### config.mk
export PLATFORM = sky130hd
export DESIGN_NAME = aes_round_ctrl_flat
export DESIGN_NICKNAME = d
export VERILOG_FILES = /design/src/rtl/aes_round_ctrl_if.sv /design/src/rtl/aes_round_ctrl.sv /design/src/flat_wrapper.sv
export SDC_FILE = /design/constraint.sdc
export NUM_CORES = 1
export LEC_CHECK = 0
export CAP_MARGIN = 0
export CORE_ASPECT_RATIO = 1.5
export CORE_UTILIZATION = 35
export CTS_CLUSTER_DIAMETER = 50
export CTS_CLUSTER_SIZE = 8
export DETAILED_ROUTE_END_ITERATION = 7
export GPL_TIMING_DRIVEN = 1
export PLACE_DENSITY = 0.62
export SYNTH_ARGS = -nofsm -noshare
export SYNTH_HDL_FRONTEND = slang
export SYNTH_SLANG_ARGS = --single-unit
### constraint.sdc
create_clock -name clk -period 2.15 [get_ports clk]
set_input_delay 0.43 -clock clk [delete_from_list [all_inputs] [get_ports clk]]
set_output_delay 0.43 -clock clk [all_outputs]
set_load 0.1 [all_outputs]
### src/rtl/aes_round_ctrl_if.sv
// Handshake and strobe bundle between the AES round controller and its environment.
// The slave side is the controller; the master side drives keys, blocks and out_ready.
interface aes_round_ctrl_if;
    logic       key_valid;
    logic       key_ready;
    logic       key_done;
    logic       chg_key;
    logic       blk_valid;
    logic       blk_ready;
    logic       out_ready;
    logic       out_valid;
    logic [3:0] cur_round;
    logic       pre_add_en;
    logic       round_en;
    logic       skip_mix;
    logic       busy;
    logic       key_loaded;
    logic       key_err;

    modport master (
        output key_valid, key_done, blk_valid, out_ready,
        input  key_ready, chg_key, blk_ready, out_valid, cur_round,
               pre_add_en, round_en, skip_mix, busy, key_loaded, key_err
    );

    modport slave (
        input  key_valid, key_done, blk_valid, out_ready,
        output key_ready, chg_key, blk_ready, out_valid, cur_round,
               pre_add_en, round_en, skip_mix, busy, key_loaded, key_err
    );
endinterface

### src/rtl/aes_round_ctrl.sv
// Sequencer for an iterative AES datapath: key expansion handshake, initial
// AddRoundKey, NUM_ROUNDS full rounds (last one without MixColumns), result hold.
module aes_round_ctrl #(
    parameter int NUM_ROUNDS  = 10,
    parameter int KEY_TIMEOUT = 24
) (
    input  logic           clk,
    input  logic           rst,
    aes_round_ctrl_if.slave bus
);
    localparam int WW = (KEY_TIMEOUT < 2) ? 1 : $clog2(KEY_TIMEOUT + 1);
    localparam logic [3:0]    LAST_ROUND = 4'(NUM_ROUNDS);
    localparam logic [WW-1:0] WAIT_LAST  = WW'(KEY_TIMEOUT - 1);

    typedef enum logic [2:0] {
        S_IDLE, S_KEY_LOAD, S_KEY_WAIT, S_READY, S_PRE_ADD, S_ROUND, S_DONE
    } state_t;

    state_t        r_state, w_state_nxt;
    logic [3:0]    r_round, w_round_nxt;
    logic [WW-1:0] r_wait,  w_wait_nxt;
    logic          r_key_loaded, w_key_loaded_nxt;
    logic          r_key_err,    w_key_err_nxt;
    logic          w_last_round;

    assign w_last_round = (r_round == LAST_ROUND);

    always_ff @(posedge clk) begin
        if (rst) begin
            r_state      <= S_IDLE;
            r_round      <= '0;
            r_wait       <= '0;
            r_key_loaded <= 1'b0;
            r_key_err    <= 1'b0;
        end else begin
            r_state      <= w_state_nxt;
            r_round      <= w_round_nxt;
            r_wait       <= w_wait_nxt;
            r_key_loaded <= w_key_loaded_nxt;
            r_key_err    <= w_key_err_nxt;
        end
    end

    always_comb begin
        w_state_nxt      = r_state;
        w_round_nxt      = r_round;
        w_wait_nxt       = r_wait;
        w_key_loaded_nxt = r_key_loaded;
        w_key_err_nxt    = r_key_err;
        case (r_state)
            S_IDLE: begin
                if (bus.key_valid) begin
                    w_state_nxt      = S_KEY_LOAD;
                    w_key_loaded_nxt = 1'b0;
                    w_key_err_nxt    = 1'b0;
                end
            end
            S_KEY_LOAD: begin
                w_wait_nxt       = '0;
                w_key_loaded_nxt = 1'b0;
                w_state_nxt      = S_KEY_WAIT;
            end
            S_KEY_WAIT: begin
                // key_done wins over a timeout landing in the same cycle
                if (bus.key_done) begin
                    w_state_nxt      = S_READY;
                    w_key_loaded_nxt = 1'b1;
                end else if (r_wait == WAIT_LAST) begin
                    w_state_nxt   = S_IDLE;
                    w_key_err_nxt = 1'b1;
                end else begin
                    w_wait_nxt = r_wait + WW'(1);
                end
            end
            S_READY: begin
                if (bus.blk_valid) begin
                    w_state_nxt = S_PRE_ADD;
                    w_round_nxt = '0;
                end else if (bus.key_valid) begin
                    w_state_nxt      = S_KEY_LOAD;
                    w_key_loaded_nxt = 1'b0;
                    w_key_err_nxt    = 1'b0;
                end
            end
            S_PRE_ADD: begin
                w_state_nxt = S_ROUND;
                w_round_nxt = 4'd1;
            end
            S_ROUND: begin
                if (w_last_round) w_state_nxt = S_DONE;
                else              w_round_nxt = r_round + 4'd1;
            end
            S_DONE: begin
                if (bus.out_ready) begin
                    w_state_nxt = S_READY;
                    w_round_nxt = '0;
                end
            end
            default: begin
                w_state_nxt = S_IDLE;
                w_round_nxt = '0;
            end
        endcase
    end

    // Block has priority over key in READY, so key_ready looks at blk_valid.
    assign bus.key_ready  = (r_state == S_IDLE) || ((r_state == S_READY) && !bus.blk_valid);
    assign bus.blk_ready  = (r_state == S_READY);
    assign bus.chg_key    = (r_state == S_KEY_LOAD) || (r_state == S_KEY_WAIT);
    assign bus.pre_add_en = (r_state == S_PRE_ADD);
    assign bus.round_en   = (r_state == S_ROUND);
    assign bus.skip_mix   = (r_state == S_ROUND) && w_last_round;
    assign bus.out_valid  = (r_state == S_DONE);
    assign bus.cur_round  = r_round;
    assign bus.busy       = (r_state != S_IDLE) && (r_state != S_READY);
    assign bus.key_loaded = r_key_loaded;
    assign bus.key_err    = r_key_err;
endmodule

### src/flat_wrapper.sv
// flat-port wrapper written by rule: the top's interface ports become plain ports
module aes_round_ctrl_flat 
#(
    parameter int NUM_ROUNDS  = 10,
    parameter int KEY_TIMEOUT = 24
)
  (clk, rst, bus_key_valid, bus_key_done, bus_blk_valid, bus_out_ready, bus_key_ready, bus_chg_key, bus_blk_ready, bus_out_valid, bus_cur_round, bus_pre_add_en, bus_round_en, bus_skip_mix, bus_busy, bus_key_loaded, bus_key_err);
  aes_round_ctrl_if bus_i ();
  input  logic clk;
  input  logic rst;
  input wire logic [$bits(bus_i.key_valid)-1:0] bus_key_valid;
  input wire logic [$bits(bus_i.key_done)-1:0] bus_key_done;
  input wire logic [$bits(bus_i.blk_valid)-1:0] bus_blk_valid;
  input wire logic [$bits(bus_i.out_ready)-1:0] bus_out_ready;
  output wire logic [$bits(bus_i.key_ready)-1:0] bus_key_ready;
  output wire logic [$bits(bus_i.chg_key)-1:0] bus_chg_key;
  output wire logic [$bits(bus_i.blk_ready)-1:0] bus_blk_ready;
  output wire logic [$bits(bus_i.out_valid)-1:0] bus_out_valid;
  output wire logic [$bits(bus_i.cur_round)-1:0] bus_cur_round;
  output wire logic [$bits(bus_i.pre_add_en)-1:0] bus_pre_add_en;
  output wire logic [$bits(bus_i.round_en)-1:0] bus_round_en;
  output wire logic [$bits(bus_i.skip_mix)-1:0] bus_skip_mix;
  output wire logic [$bits(bus_i.busy)-1:0] bus_busy;
  output wire logic [$bits(bus_i.key_loaded)-1:0] bus_key_loaded;
  output wire logic [$bits(bus_i.key_err)-1:0] bus_key_err;
  assign bus_i.key_valid = bus_key_valid;
  assign bus_i.key_done = bus_key_done;
  assign bus_i.blk_valid = bus_blk_valid;
  assign bus_i.out_ready = bus_out_ready;
  assign bus_key_ready = bus_i.key_ready;
  assign bus_chg_key = bus_i.chg_key;
  assign bus_blk_ready = bus_i.blk_ready;
  assign bus_out_valid = bus_i.out_valid;
  assign bus_cur_round = bus_i.cur_round;
  assign bus_pre_add_en = bus_i.pre_add_en;
  assign bus_round_en = bus_i.round_en;
  assign bus_skip_mix = bus_i.skip_mix;
  assign bus_busy = bus_i.busy;
  assign bus_key_loaded = bus_i.key_loaded;
  assign bus_key_err = bus_i.key_err;
  aes_round_ctrl #(.NUM_ROUNDS(NUM_ROUNDS), .KEY_TIMEOUT(KEY_TIMEOUT)) u_core (.clk(clk), .rst(rst), .bus(bus_i));
endmodule
==> reports/summary.json, run 1 <==
{
  "via_per_inst": 5.88,
  "timing.critical_path.cells": "clkdlybuf4s50_1 > nand3b_1 > a21oi_4 > buf_12",
  "critical-path-top-delay-family": "buffers and inverters",
  "detail_route.first_pass.iterations": 6,
  "min_period_over_period": 0.897,
  "grt_start_max_net_pins": 20,
  "floorplan.rows": 22,
  "syn-cell-area_um2": 893,
  "slew_headroom": 0.682,
  "cellLeakagePower_nw": 0.473,
  "layout_min_cycle_time_ns": 1.93,
  "core-area_um2": 2420,
  "critical_path_endpoint_category": "output port",
  "worstReg2RegStart": "u_core.r_state[2]",
  "cp-start-kind": "input port",
  "diodes": 0,
  "min-delay-start": "u_core.bus.key_err",
  "residual_drc_count": 0,
  "crit_slowest_cell": "clkdlybuf4s50_1",
  "cp_max_fo": 4,
  "die_area_um2": 2760,
  "synthToLayoutAreaGrowth_pct": 39.8,
  "hold_violations": 0,
  "placedCellCount": 159,
  "cp_num_cells": 4,
  "flops_latches_synth": 14,
  "max-vdd-ir-drop_mv": 0.459,
  "worstMarginPinSlew_ns": 0.475,
  "nets_in_the_synthesized_netlist": 125,
  "synth_top_cells_by_count": "a21oi_1, dfxtp_1, nor2_1",
  "cts_hold_repair.buffers": 0,
  "most_common_flop_cell_mapped_by_yosys": "dfxtp_1",
  "antenna_violating_nets_post_route": 0,
  "chipHeight_um": 63.9,
  "cp-startpoint": "bus_blk_valid",
  "chipWidth_um": 43.3,
  "worst_r2r_end": "u_core.r_wait[3]",
  "finalHoldWorstSlack_ns": 0.512,
  "boundaryPins": 20,
  "tritoncts": "yes",
  "area_share_of_the_largest_cell_type_after_synthesis": 0.314,
  "synth_sequential_area_ratio": 0.314,
  "setup.worst_path.end": "bus_key_ready",
  "max_freq_ghz": 0.518,
  "cts_sinks": 14,
  "hold_class": "reg2reg",
  "timing_worst_setup_path_type": "in2out",
  "finalClockSkew_ns": 0.00115,
  "globalplace.congestion": 0.793,
  "starting_density": 0.369,
  "worst_setup_hold_path_clk_slew_ns": 0.08,
  "post_cts.repair.setup_buffers": 0,
  "crit_buf_inv": 2,
  "cts-buffers-inserted": 3,
  "rrSetupSlack_ns": 0.25,
  "drt-initial-drc-count": 32,
  "post_drt_wl_per_cell_um": 13.9,
  "syn-instance-count": 116,
  "synthArstFlopShare": 0,
  "power_per_cell_area_nw_per_um2": 595,
  "finish.cell_count_without_fillers": 162,
  "antenna_violations_before_repair": 0,
  "worst-endpoint-required_ns": 1.72,
  "synth-edff-count": 0,
  "synth_top_cell_by_area": "dfxtp_1",
  "worstPathArrival_ns": 1.50,
  "portBuffers": 19,
  "number_of_levels_the_h_tree_was_split_into": 1,
  "syn_area_per_cell_um2": 7.70,
  "half_perimeter_wire_length_of_the_detailed_placement_result_um": 1690,
  "route.vias.total": 953,
  "maxSlewViolCount": 0,
  "final_layout_size_suffix_gt1_frac": 0.254,
  "crit_path_max_incr_delay_ns": 0.46,
  "rsz0062_at_grt": "false",
  "ys.warnings.count": 0,
  "via_count_of_the_first_global_routing_pass": 855,
  "max-cap-violations": 0,
  "finalCoreUtilization": 0.515,
  "outcome": "finished, final reports clean",
  "setup_viol_count_final": 0,
  "drt-total-wl_um": 2250,
  "gr-total-overflow": 0,
  "clock_insertion_delay_worst_skew_ns": 0.27,
  "clk_path_buf_depth": 2,
  "synth.area.top_cells": "dfxtp_1, a21oi_1, o21ai_0, nor2_1, ha_1",
  "track_usage": 0.175,
  "post_synth_num_cell_types": 36,
  "finish.net_count": 149,
  "root_buffer_master": "clkbuf_4",
  "worst-r2r-cell-count": 4,
  "setup_tns_ns": 0,
  "post_cts.resized_instances": 0,
  "grt_pass1_wl_um": 3740
}
## power breakdown
| group | switching (W) | internal, W |
|---|---|---|
| Combinational | 0.000207 | 0.000119 |
| Sequential | 0.00000432 | 0.000267 |
| Clock | 0.0000805 | 0.0000649 |
## how the worst min path moves through the flow
stage | to | slack [ns] | cells past startpoint
floorplan | u_core.r_wait[1] | 0.47 | 2
global placement | u_core.r_wait[1] | 0.48 | 2
detailed placement | u_core.bus.cur_round[3] | 0.50 | 1
CTS | u_core.r_wait[2] | 0.51 | 2
global route | u_core.bus.cur_round[2] | 0.53 | 2
finish | u_core.bus.key_err | 0.51 | 2
## final cells by class
type / count / area [um2]
timing repair buffer: 26 / 308
sequential: 14 / 283
inverter: 3 / 11.3
multi-input combinational: 92 / 594
tap: 24 / 30.0
fill: 228 / 1170
clock buffer: 3 / 22.5
## through the flow
step	total power, W	instance area (um2)	setup slack [ns]
floorplan	0.000495	923	-0.0999
global route	0.000780	1250	0.115
detailed placement	0.000603	1230	0.0661
global placement	0.000602	1230	0.116
finish	0.000742	1250	0.220
CTS	0.000752	1250	0.221
## routing by layer
metal | vias to the layer above | routed length (um) | global-route usage
met2 | 33 | 1170 | 0.299
met5 | - | 0 | 0
li1 | 476 | - | -
met1 | 442 | 950 | 0.212
met3 | 2 | 109 | 0.0198
met4 | 0 | 19 | 0.0795
## kinds of logic (layout without fill, tap and decap cells)
family / after synthesis / in the layout / synth area share
simple gates: 48 / 48 / 0.307
compound gates: 40 / 40 / 0.275
flops: 14 / 14 / 0.314
buf+inv: 10 / 32 / 0.0518
fa+ha+maj: 3 / 3 / 0.0420
mux: 1 / 1 / 0.0112
## flip-flops by register name, indices dropped and copies added, names as in the netlist
register	flops
u_core.bus.key_loaded	1
u_core.bus.key_err	1
u_core.r_state	3
u_core.r_wait	5
u_core.bus.cur_round	4
## worst reg2reg max path, stage by stage (launching register included)
cell	delay [ns]
dfxtp_1	0.37
or3b_1	0.52
or3_4	0.42
or3_1	0.34
a31oi_1	0.17
## layout by cell type (no fill, tap or decap), drive strengths merged
cell type	netlist	layout
or2	2	2
nand3	4	4
a211oi	1	1
a21oi	14	14
a31oi	3	3
inv	3	3
o22ai	1	1
and4b	1	1
o31ai	2	2
nand2	5	5
and2	2	2
a22oi	1	1
or3	2	2
or4	1	1
mux2i	1	1
a2111o	1	1
o21ai	10	10
o22a	1	1
nand3b	5	5
a311oi	3	3
clkbuf	5	3
or4b	2	2
or3b	1	1
and3	1	1
nor3	2	2
clkdlybuf4s50	0	5
a21o	2	2
nor4	2	2
dfxtp	14	14
o31a	1	1
ha	3	3
nor2	13	13
nand2b	5	5
buf	2	21
Power figures use the tool's default switching activity.
==> inputs of run 2 (changes only) <==
--- a/config.mk
+++ b/config.mk
@@ -7,11 +7,11 @@
 export LEC_CHECK = 0
 export CAP_MARGIN = 0
 export CORE_ASPECT_RATIO = 1.5
+export CORE_MARGIN = 3
 export CORE_UTILIZATION = 35
 export CTS_CLUSTER_DIAMETER = 50
 export CTS_CLUSTER_SIZE = 8
 export DETAILED_ROUTE_END_ITERATION = 7
-export GPL_TIMING_DRIVEN = 1
 export PLACE_DENSITY = 0.62
 export SYNTH_ARGS = -nofsm -noshare
 export SYNTH_HDL_FRONTEND = slang
==> run 2 against run 1 <==
Effect of this change: cell area is 0.10% lower; core utilization is 1.8 points higher; power is 1.8% higher; sequential power is 2% higher; die area is 16% higher; wire length is 5.6% higher; first-iteration DRC count is 13% higher; critical path depth stayed put; combinational power hardly changed; critical path type is now reg2out; largest cell class unchanged.
==> reports/summary.json, run 2 (same netlist as run 1, synthesis figures left out) <==
{
  "critical_path_endpoint_category": "output port",
  "most_used_cells_in_the_layout_excluding_fill_and_tap_cells": "buf_4, a21oi_1, dfxtp_1",
  "finish.cell_count_without_fillers": {"value": 161, "change": "-0.62%"},
  "worst-endpoint-required": {"value": 1.72, "unit": "ns", "change": "about the same"},
  "residual_drc_count": {"value": 0, "change": "unchanged"},
  "drt-total-wl": {"value": 2370, "unit": "um", "change": "+5.6%"},
  "max_freq": {"value": 0.494, "unit": "GHz", "change": "-4.6%"},
  "half_perimeter_wire_length_of_the_detailed_placement_result": {"value": 1780, "unit": "um", "change": "+5.2%"},
  "antenna_violations_before_repair": {"value": 0, "change": "unchanged"},
  "final_layout_size_suffix_gt1_frac": {"value": 0.254, "change": "unchanged"},
  "slew_headroom": {"value": 0.600, "change": "-0.0825"},
  "drt-initial-drc-count": {"value": 36, "change": "+13%"},
  "total_power_after_layout": {"value": 0.000756, "unit": "W", "change": "+1.8%"},
  "antenna_violating_nets_post_route": {"value": 0, "change": "unchanged"},
  "min_period_over_period": {"value": 0.941, "change": "+0.0434"},
  "setup_tns": {"value": 0, "unit": "ns", "change": "unchanged"},
  "via_per_inst": {"value": 5.77, "change": "-1.9%"},
  "post_cts.repair.setup_buffers": {"value": 0, "change": "unchanged"},
  "setup_viol_count_final": {"value": 0, "change": "unchanged"},
  "track_usage": {"value": 0.168, "change": "-0.00636"},
  "globalplace.congestion": {"value": 0.751, "change": "-5.3%"},
  "clk_path_buf_depth": {"value": 2, "change": "unchanged"},
  "cts_hold_repair.buffers": {"value": 0, "change": "unchanged"},
  "regMostFlops": "u_core.r_wait",
  "starting_density": {"value": 0.382, "change": "+0.0132"},
  "hold_class": "reg2reg",
  "grt_start_max_net_pins": {"value": 25, "change": "+25%"},
  "worst-r2r-cell-count": {"value": 4, "change": "unchanged"},
  "max-vdd-ir-drop": {"value": 0.374, "unit": "mV", "change": "-18%"},
  "post_cts.resized_instances": {"value": 0, "change": "unchanged"},
  "maxSlewViolCount": {"value": 0, "change": "unchanged"},
  "power_per_cell_area": {"value": 606, "unit": "nW/um2", "change": "+2.0%"},
  "final_common_cell": "buf_4",
  "diodes": {"value": 0, "change": "unchanged"},
  "route.vias.total": {"value": 929, "change": "-2.5%"},
  "boundaryPins": {"value": 20, "change": "unchanged"},
  "grt_pass1_wl": {"value": 3960, "unit": "um", "change": "+5.9%"},
  "finish.net_count": {"value": 149, "change": "unchanged"},
  "via_count_of_the_first_global_routing_pass": {"value": 901, "change": "+5.4%"},
  "worst_setup_hold_path_clk_slew": {"value": 0.09, "unit": "ns", "change": "about the same"},
  "cts-buffers-inserted": {"value": 3, "change": "unchanged"},
  "chipHeight": {"value": 67.9, "unit": "um", "change": "+6.3%"},
  "root_buffer_master": "clkbuf_4",
  "cp-start-kind": "flip-flop",
  "cp_max_fo": {"value": 11, "change": "+7"},
  "portBuffers": {"value": 19, "change": "unchanged"},
  "die_area": {"value": 3210, "unit": "um2", "change": "+16%"},
  "rsz0062_at_grt": "false",
  "outcome": "finished, final reports clean",
  "finalClockSkew": {"value": 0.00546, "unit": "ns", "change": "+0.00432 ns"},
  "hold_violations": {"value": 0, "change": "unchanged"},
  "cts_sinks": {"value": 14, "change": "unchanged"},
  "gr-total-overflow": {"value": 0, "change": "unchanged"},
  "worstMarginPinSlew": {"value": 0.598, "unit": "ns", "change": "+0.123 ns"},
  "filler_cell_count": {"value": 221, "change": "-3.1%"},
  "synthToLayoutAreaGrowth_pct": 39.6,
  "post_drt_wl_per_cell": {"value": 14.7, "unit": "um", "change": "+6.3%"},
  "hold_depth": {"value": 2, "change": "unchanged"},
  "floorplan.rows": {"value": 21, "change": "-4.5%"},
  "timing_worst_setup_path_type": "reg2out",
  "worstPathArrival": {"value": 1.59, "unit": "ns", "change": "+0.09 ns"},
  "largest_reg_flops": {"value": 5, "change": "unchanged"},
  "tritoncts": "yes",
  "core-area": {"value": 2340, "unit": "um2", "change": "-3.5%"},
  "clock_insertion_delay_worst_skew": {"value": 0.28, "unit": "ns", "change": "about the same"},
  "number_of_levels_the_h_tree_was_split_into": {"value": 1, "change": "unchanged"},
  "cellLeakagePower": {"value": 0.472, "unit": "nW", "change": "-0.11%"},
  "chipWidth": {"value": 47.3, "unit": "um", "change": "+9.2%"},
  "detail_route.first_pass.iterations": {"value": 6, "change": "unchanged"},
  "finalHoldWorstSlack": {"value": 0.505, "unit": "ns", "change": "-0.00708 ns"},
  "placedCellCount": {"value": 158, "change": "-0.63%"},
  "max-cap-violations": {"value": 0, "change": "unchanged"},
  "layout_min_cycle_time": {"value": 2.02, "unit": "ns", "change": "+0.0933 ns"}
}
[run 2: path summary, 6_finish.rpt]
| check | start | end | slack [ns] |
|---|---|---|---|
| setup reg to reg | u_core.r_state[0] | u_core.r_wait[3] | 0.28 |
| hold reg to reg | u_core.r_wait[1] | u_core.r_wait[1] | 0.50 |
| setup / recovery | u_core.r_state[0] | bus_key_ready | 0.13 |
| hold / removal | u_core.r_wait[1] | u_core.r_wait[1] | 0.50 |
[run 2: power by group]
group	leakage (nW)	internal [W]	switching (W)	total, W
clock	0.0138	0.0000649	0.0000903	0.000155
combinational	0.344	0.000121	0.000204	0.000325
sequential	0.114	0.000267	0.00000885	0.000276
[run 2: final cells by class]
class / instances / area, um2 / share of cell area
Clock buffer: 3 / 22.5 / 0.0181
Inverter: 3 / 11.3 / 0.00903
Multi-Input combinational cell: 92 / 594 / 0.476
Sequential cell: 14 / 283 / 0.227
Tap cell: 23 / 28.8 / 0.0231
Timing Repair Buffer: 26 / 308 / 0.247
[run 2: worst max-delay path, cell delays in order (launching register included)]
cell and delay, ns:
dfxtp_1 0.41, buf_4 0.22, or2_2 0.32, a21oi_4 0.17
buf_12 0.18
[run 2: per-stage QoR]
stage	utilization	cell area [um2]	setup WS, ns
6_report	0.533	1250	0.127
5_1_grt	0.533	1250	0.0211
4_1_cts	0.533	1250	0.117
3_5_place_dp	0.524	1220	0.177
3_3_place_gp	0.524	1220	0.187
2_1_floorplan	-	923	-0.0999
[run 2: layer usage]
metal / GRT usage / part of all wire / vias up
met5: 0 / 0 / -
met4: 0.0657 / 0.011 / 0
met3: 0.0316 / 0.044 / 4
met2: 0.289 / 0.52 / 22
met1: 0.198 / 0.42 / 424
li1: - / - / 479
==> inputs of run 3 (changes only) <==
--- a/config.mk
+++ b/config.mk
@@ -13,6 +13,8 @@
 export CTS_CLUSTER_SIZE = 8
 export DETAILED_ROUTE_END_ITERATION = 7
 export PLACE_DENSITY = 0.62
+export SETUP_SLACK_MARGIN = 0.5
+export SLEW_MARGIN = 20
 export SYNTH_ARGS = -nofsm -noshare
 export SYNTH_HDL_FRONTEND = slang
 export SYNTH_SLANG_ARGS = --single-unit
==> run 3 against run 2 <==
Effect of this change: critical endpoint is now bus_round_en; worst hold slack got worse by 0.021 ns; core utilization rose by 20 points; highest routed layer unchanged; final cell count grew 17%; die area did not move.
==> reports/summary.json, run 3 (same netlist as run 1, synthesis figures left out) <==
{
  "worst-endpoint-required": {"value": 1.72, "unit": "ns", "change": "about the same"},
  "comb_power_share": {"value": 0.474, "change": "+0.044"},
  "critical_path_endpoint_category": "output port",
  "floorplan.rows": {"value": 21, "change": "unchanged"},
  "post_drt_wl_per_cell": {"value": 16.7, "unit": "um", "change": "+13%"},
  "finish.net_count": {"value": 176, "change": "+18%"},
  "chipHeight": {"value": 67.9, "unit": "um", "change": "unchanged"},
  "via_count_of_the_first_global_routing_pass": {"value": 1040, "change": "+15%"},
  "track_usage": {"value": 0.205, "change": "+0.0361"},
  "globalplace.congestion": {"value": 0.721, "change": "-4.0%"},
  "timing_worst_setup_path_type": "reg2out",
  "synthToLayoutAreaGrowth_pct": 92.0,
  "clk_path_buf_depth": {"value": 2, "change": "unchanged"},
  "cellLeakagePower": {"value": 0.661, "unit": "nW", "change": "+40%"},
  "chipWidth": {"value": 47.3, "unit": "um", "change": "unchanged"},
  "worstMarginPinSlew": {"value": 0.448, "unit": "ns", "change": "-0.151 ns"},
  "route.vias.total": {"value": 1120, "change": "+21%"},
  "final_common_cell": "buf_4",
  "residual_drc_count": {"value": 0, "change": "unchanged"},
  "layout_min_cycle_time": {"value": 1.81, "unit": "ns", "change": "-0.216 ns"},
  "path_common_cell": "buf_12",
  "number_of_levels_the_h_tree_was_split_into": {"value": 1, "change": "unchanged"},
  "crit_buf_inv": {"value": 4, "change": "+2"},
  "boundaryPins": {"value": 20, "change": "unchanged"},
  "cp-start-kind": "flip-flop",
  "p_sw_frac": {"value": 0.384, "change": "-0.0179"},
  "cts-buffers-inserted": {"value": 3, "change": "unchanged"},
  "grt_pass1_wl": {"value": 4800, "unit": "um", "change": "+21%"},
  "root_buffer_master": "clkbuf_4",
  "largest_reg_flops": {"value": 5, "change": "unchanged"},
  "tritoncts": "yes",
  "hold_violations": {"value": 0, "change": "unchanged"},
  "filler_cell_count": {"value": 179, "change": "-19%"},
  "cts_sinks": {"value": 14, "change": "unchanged"},
  "die_area": {"value": 3210, "unit": "um2", "change": "unchanged"},
  "worstPathArrival": {"value": 1.38, "unit": "ns", "change": "-0.21 ns"},
  "crit_slowest_cell": "dfxtp_4",
  "diodes": {"value": 0, "change": "unchanged"},
  "final_layout_size_suffix_gt1_frac": {"value": 0.530, "change": "+0.276"},
  "seq_power_share": {"value": 0.306, "change": "-0.059"},
  "net-switching-power": {"value": 0.000345, "unit": "W", "change": "+14%"},
  "finalClockSkew": {"value": 0.00203, "unit": "ns", "change": "-0.00343 ns"},
  "portBuffers": {"value": 19, "change": "unchanged"},
  "max-vdd-ir-drop": {"value": 0.464, "unit": "mV", "change": "+24%"},
  "rsz0062_at_grt": "true",
  "max-cap-violations": {"value": 0, "change": "unchanged"},
  "half_perimeter_wire_length_of_the_detailed_placement_result": {"value": 1810, "unit": "um", "change": "+1.8%"},
  "critical-path-top-delay-family": "buffers and inverters",
  "drt-initial-drc-count": {"value": 41, "change": "+14%"},
  "setup_tns": {"value": 0, "unit": "ns", "change": "unchanged"},
  "slew_headroom": {"value": 0.702, "change": "+0.102"},
  "grt_start_max_net_pins": {"value": 13, "change": "-48%"},
  "hold_class": "reg2reg",
  "power.internal": {"value": 0.000554, "unit": "W", "change": "+22%"},
  "cp_max_fo": {"value": 6, "change": "-5"},
  "finalCoreUtilization": {"value": 0.734, "change": "+0.200"},
  "clock_insertion_delay_worst_skew": {"value": 0.28, "unit": "ns", "change": "about the same"},
  "timing.critical_path.cells": "buf_12 > nand3b_1 > buf_6 > clkinvlp_4 > buf_12",
  "setup_viol_count_final": {"value": 0, "change": "unchanged"},
  "drt-total-wl": {"value": 3160, "unit": "um", "change": "+33%"},
  "regMostFlops": "u_core.r_wait",
  "maxSlewViolCount": {"value": 0, "change": "unchanged"},
  "most_used_cells_in_the_layout_excluding_fill_and_tap_cells": "buf_4, buf_12, a21oi_1, nor2_1, o21ai_0",
  "total_power_after_layout": {"value": 0.000899, "unit": "W", "change": "+19%"},
  "antenna_violating_nets_post_route": {"value": 0, "change": "unchanged"},
  "detail_route.first_pass.iterations": {"value": 4, "change": "-2"},
  "power_frac_clock": {"value": 0.220, "change": "+0.015"},
  "antenna_violations_before_repair": {"value": 0, "change": "unchanged"},
  "finalHoldWorstSlack": {"value": 0.484, "unit": "ns", "change": "-0.0210 ns"},
  "worst_setup_hold_path_clk_slew": {"value": 0.10, "unit": "ns", "change": "about the same"},
  "gr-total-overflow": {"value": 0, "change": "unchanged"},
  "power_per_cell_area": {"value": 524, "unit": "nW/um2", "change": "-14%"},
  "starting_density": {"value": 0.382, "change": "unchanged"},
  "via_per_inst": {"value": 5.93, "change": "+2.7%"},
  "outcome": "finished, final reports clean",
  "core-area": {"value": 2340, "unit": "um2", "change": "unchanged"},
  "max_freq": {"value": 0.554, "unit": "GHz", "change": "+12%"},
  "min_period_over_period": {"value": 0.840, "change": "-0.101"},
  "crit_path_max_incr_delay": {"value": 0.37, "unit": "ns", "change": "-0.04 ns"}
}
## run 3: what timing repair did
action / in CTS / in global routing
setup buffers: 21 / 8
resized for setup: 20 / 13
pin swaps: 9 / 9
cloned: 1 / 0
hold buffers: 0 / 0
endpoints found under the setup margin: 14 / 16
## run 3: layer usage
metal	vias to the layer above	routed length, um	GRT usage
met3	6	103	0.0211
li1	529	-	-
met1	554	1250	0.227
met2	31	1760	0.374
met4	0	48	0.0830
met5	-	0	0
## run 3: final cells by class
type | count | area, um2 | area share
Sequential cell | 14 | 302 | 0.176
Inverter | 3 | 17.5 | 0.0102
Tap cell | 23 | 28.8 | 0.0168
Clock buffer | 4 | 36.3 | 0.0212
Timing Repair Buffer | 53 | 611 | 0.356
Multi-Input combinational cell | 92 | 721 | 0.420
## run 3: metrics by stage
step | cells | setup slack (ns) | instance area, um2
6_report | 189 | 0.344 | 1720
5_1_grt | 189 | 0.306 | 1720
4_1_cts | 181 | 0.343 | 1590
3_5_place_dp | 155 | 0.154 | 1280
3_3_place_gp | 155 | 0.179 | 1280
2_1_floorplan | 116 | 0.213 | 1030
## run 3: final timing paths
| path | from | end | slack, ns | cells past startpoint |
|---|---|---|---|---|
| max | u_core.r_state[2] | bus_round_en | 0.34 | 5 |
| min | u_core.bus.cur_round[3] | u_core.bus.cur_round[3] | 0.48 | 1 |
| min reg2reg | u_core.bus.cur_round[3] | u_core.bus.cur_round[3] | 0.48 | 1 |
| max reg2reg | u_core.r_wait[0] | u_core.r_wait[1] | 0.43 | 5 |
## run 3: power groups by stage
stage               sequential [W]  combinational (W)  clock [W]
floorplan                 0.000291           0.000226          0
global placement          0.000285           0.000322          0
detailed placement        0.000285           0.000322          0
CTS                       0.000274           0.000398   0.000201
global route              0.000276           0.000444   0.000219
finish                    0.000275           0.000426   0.000198
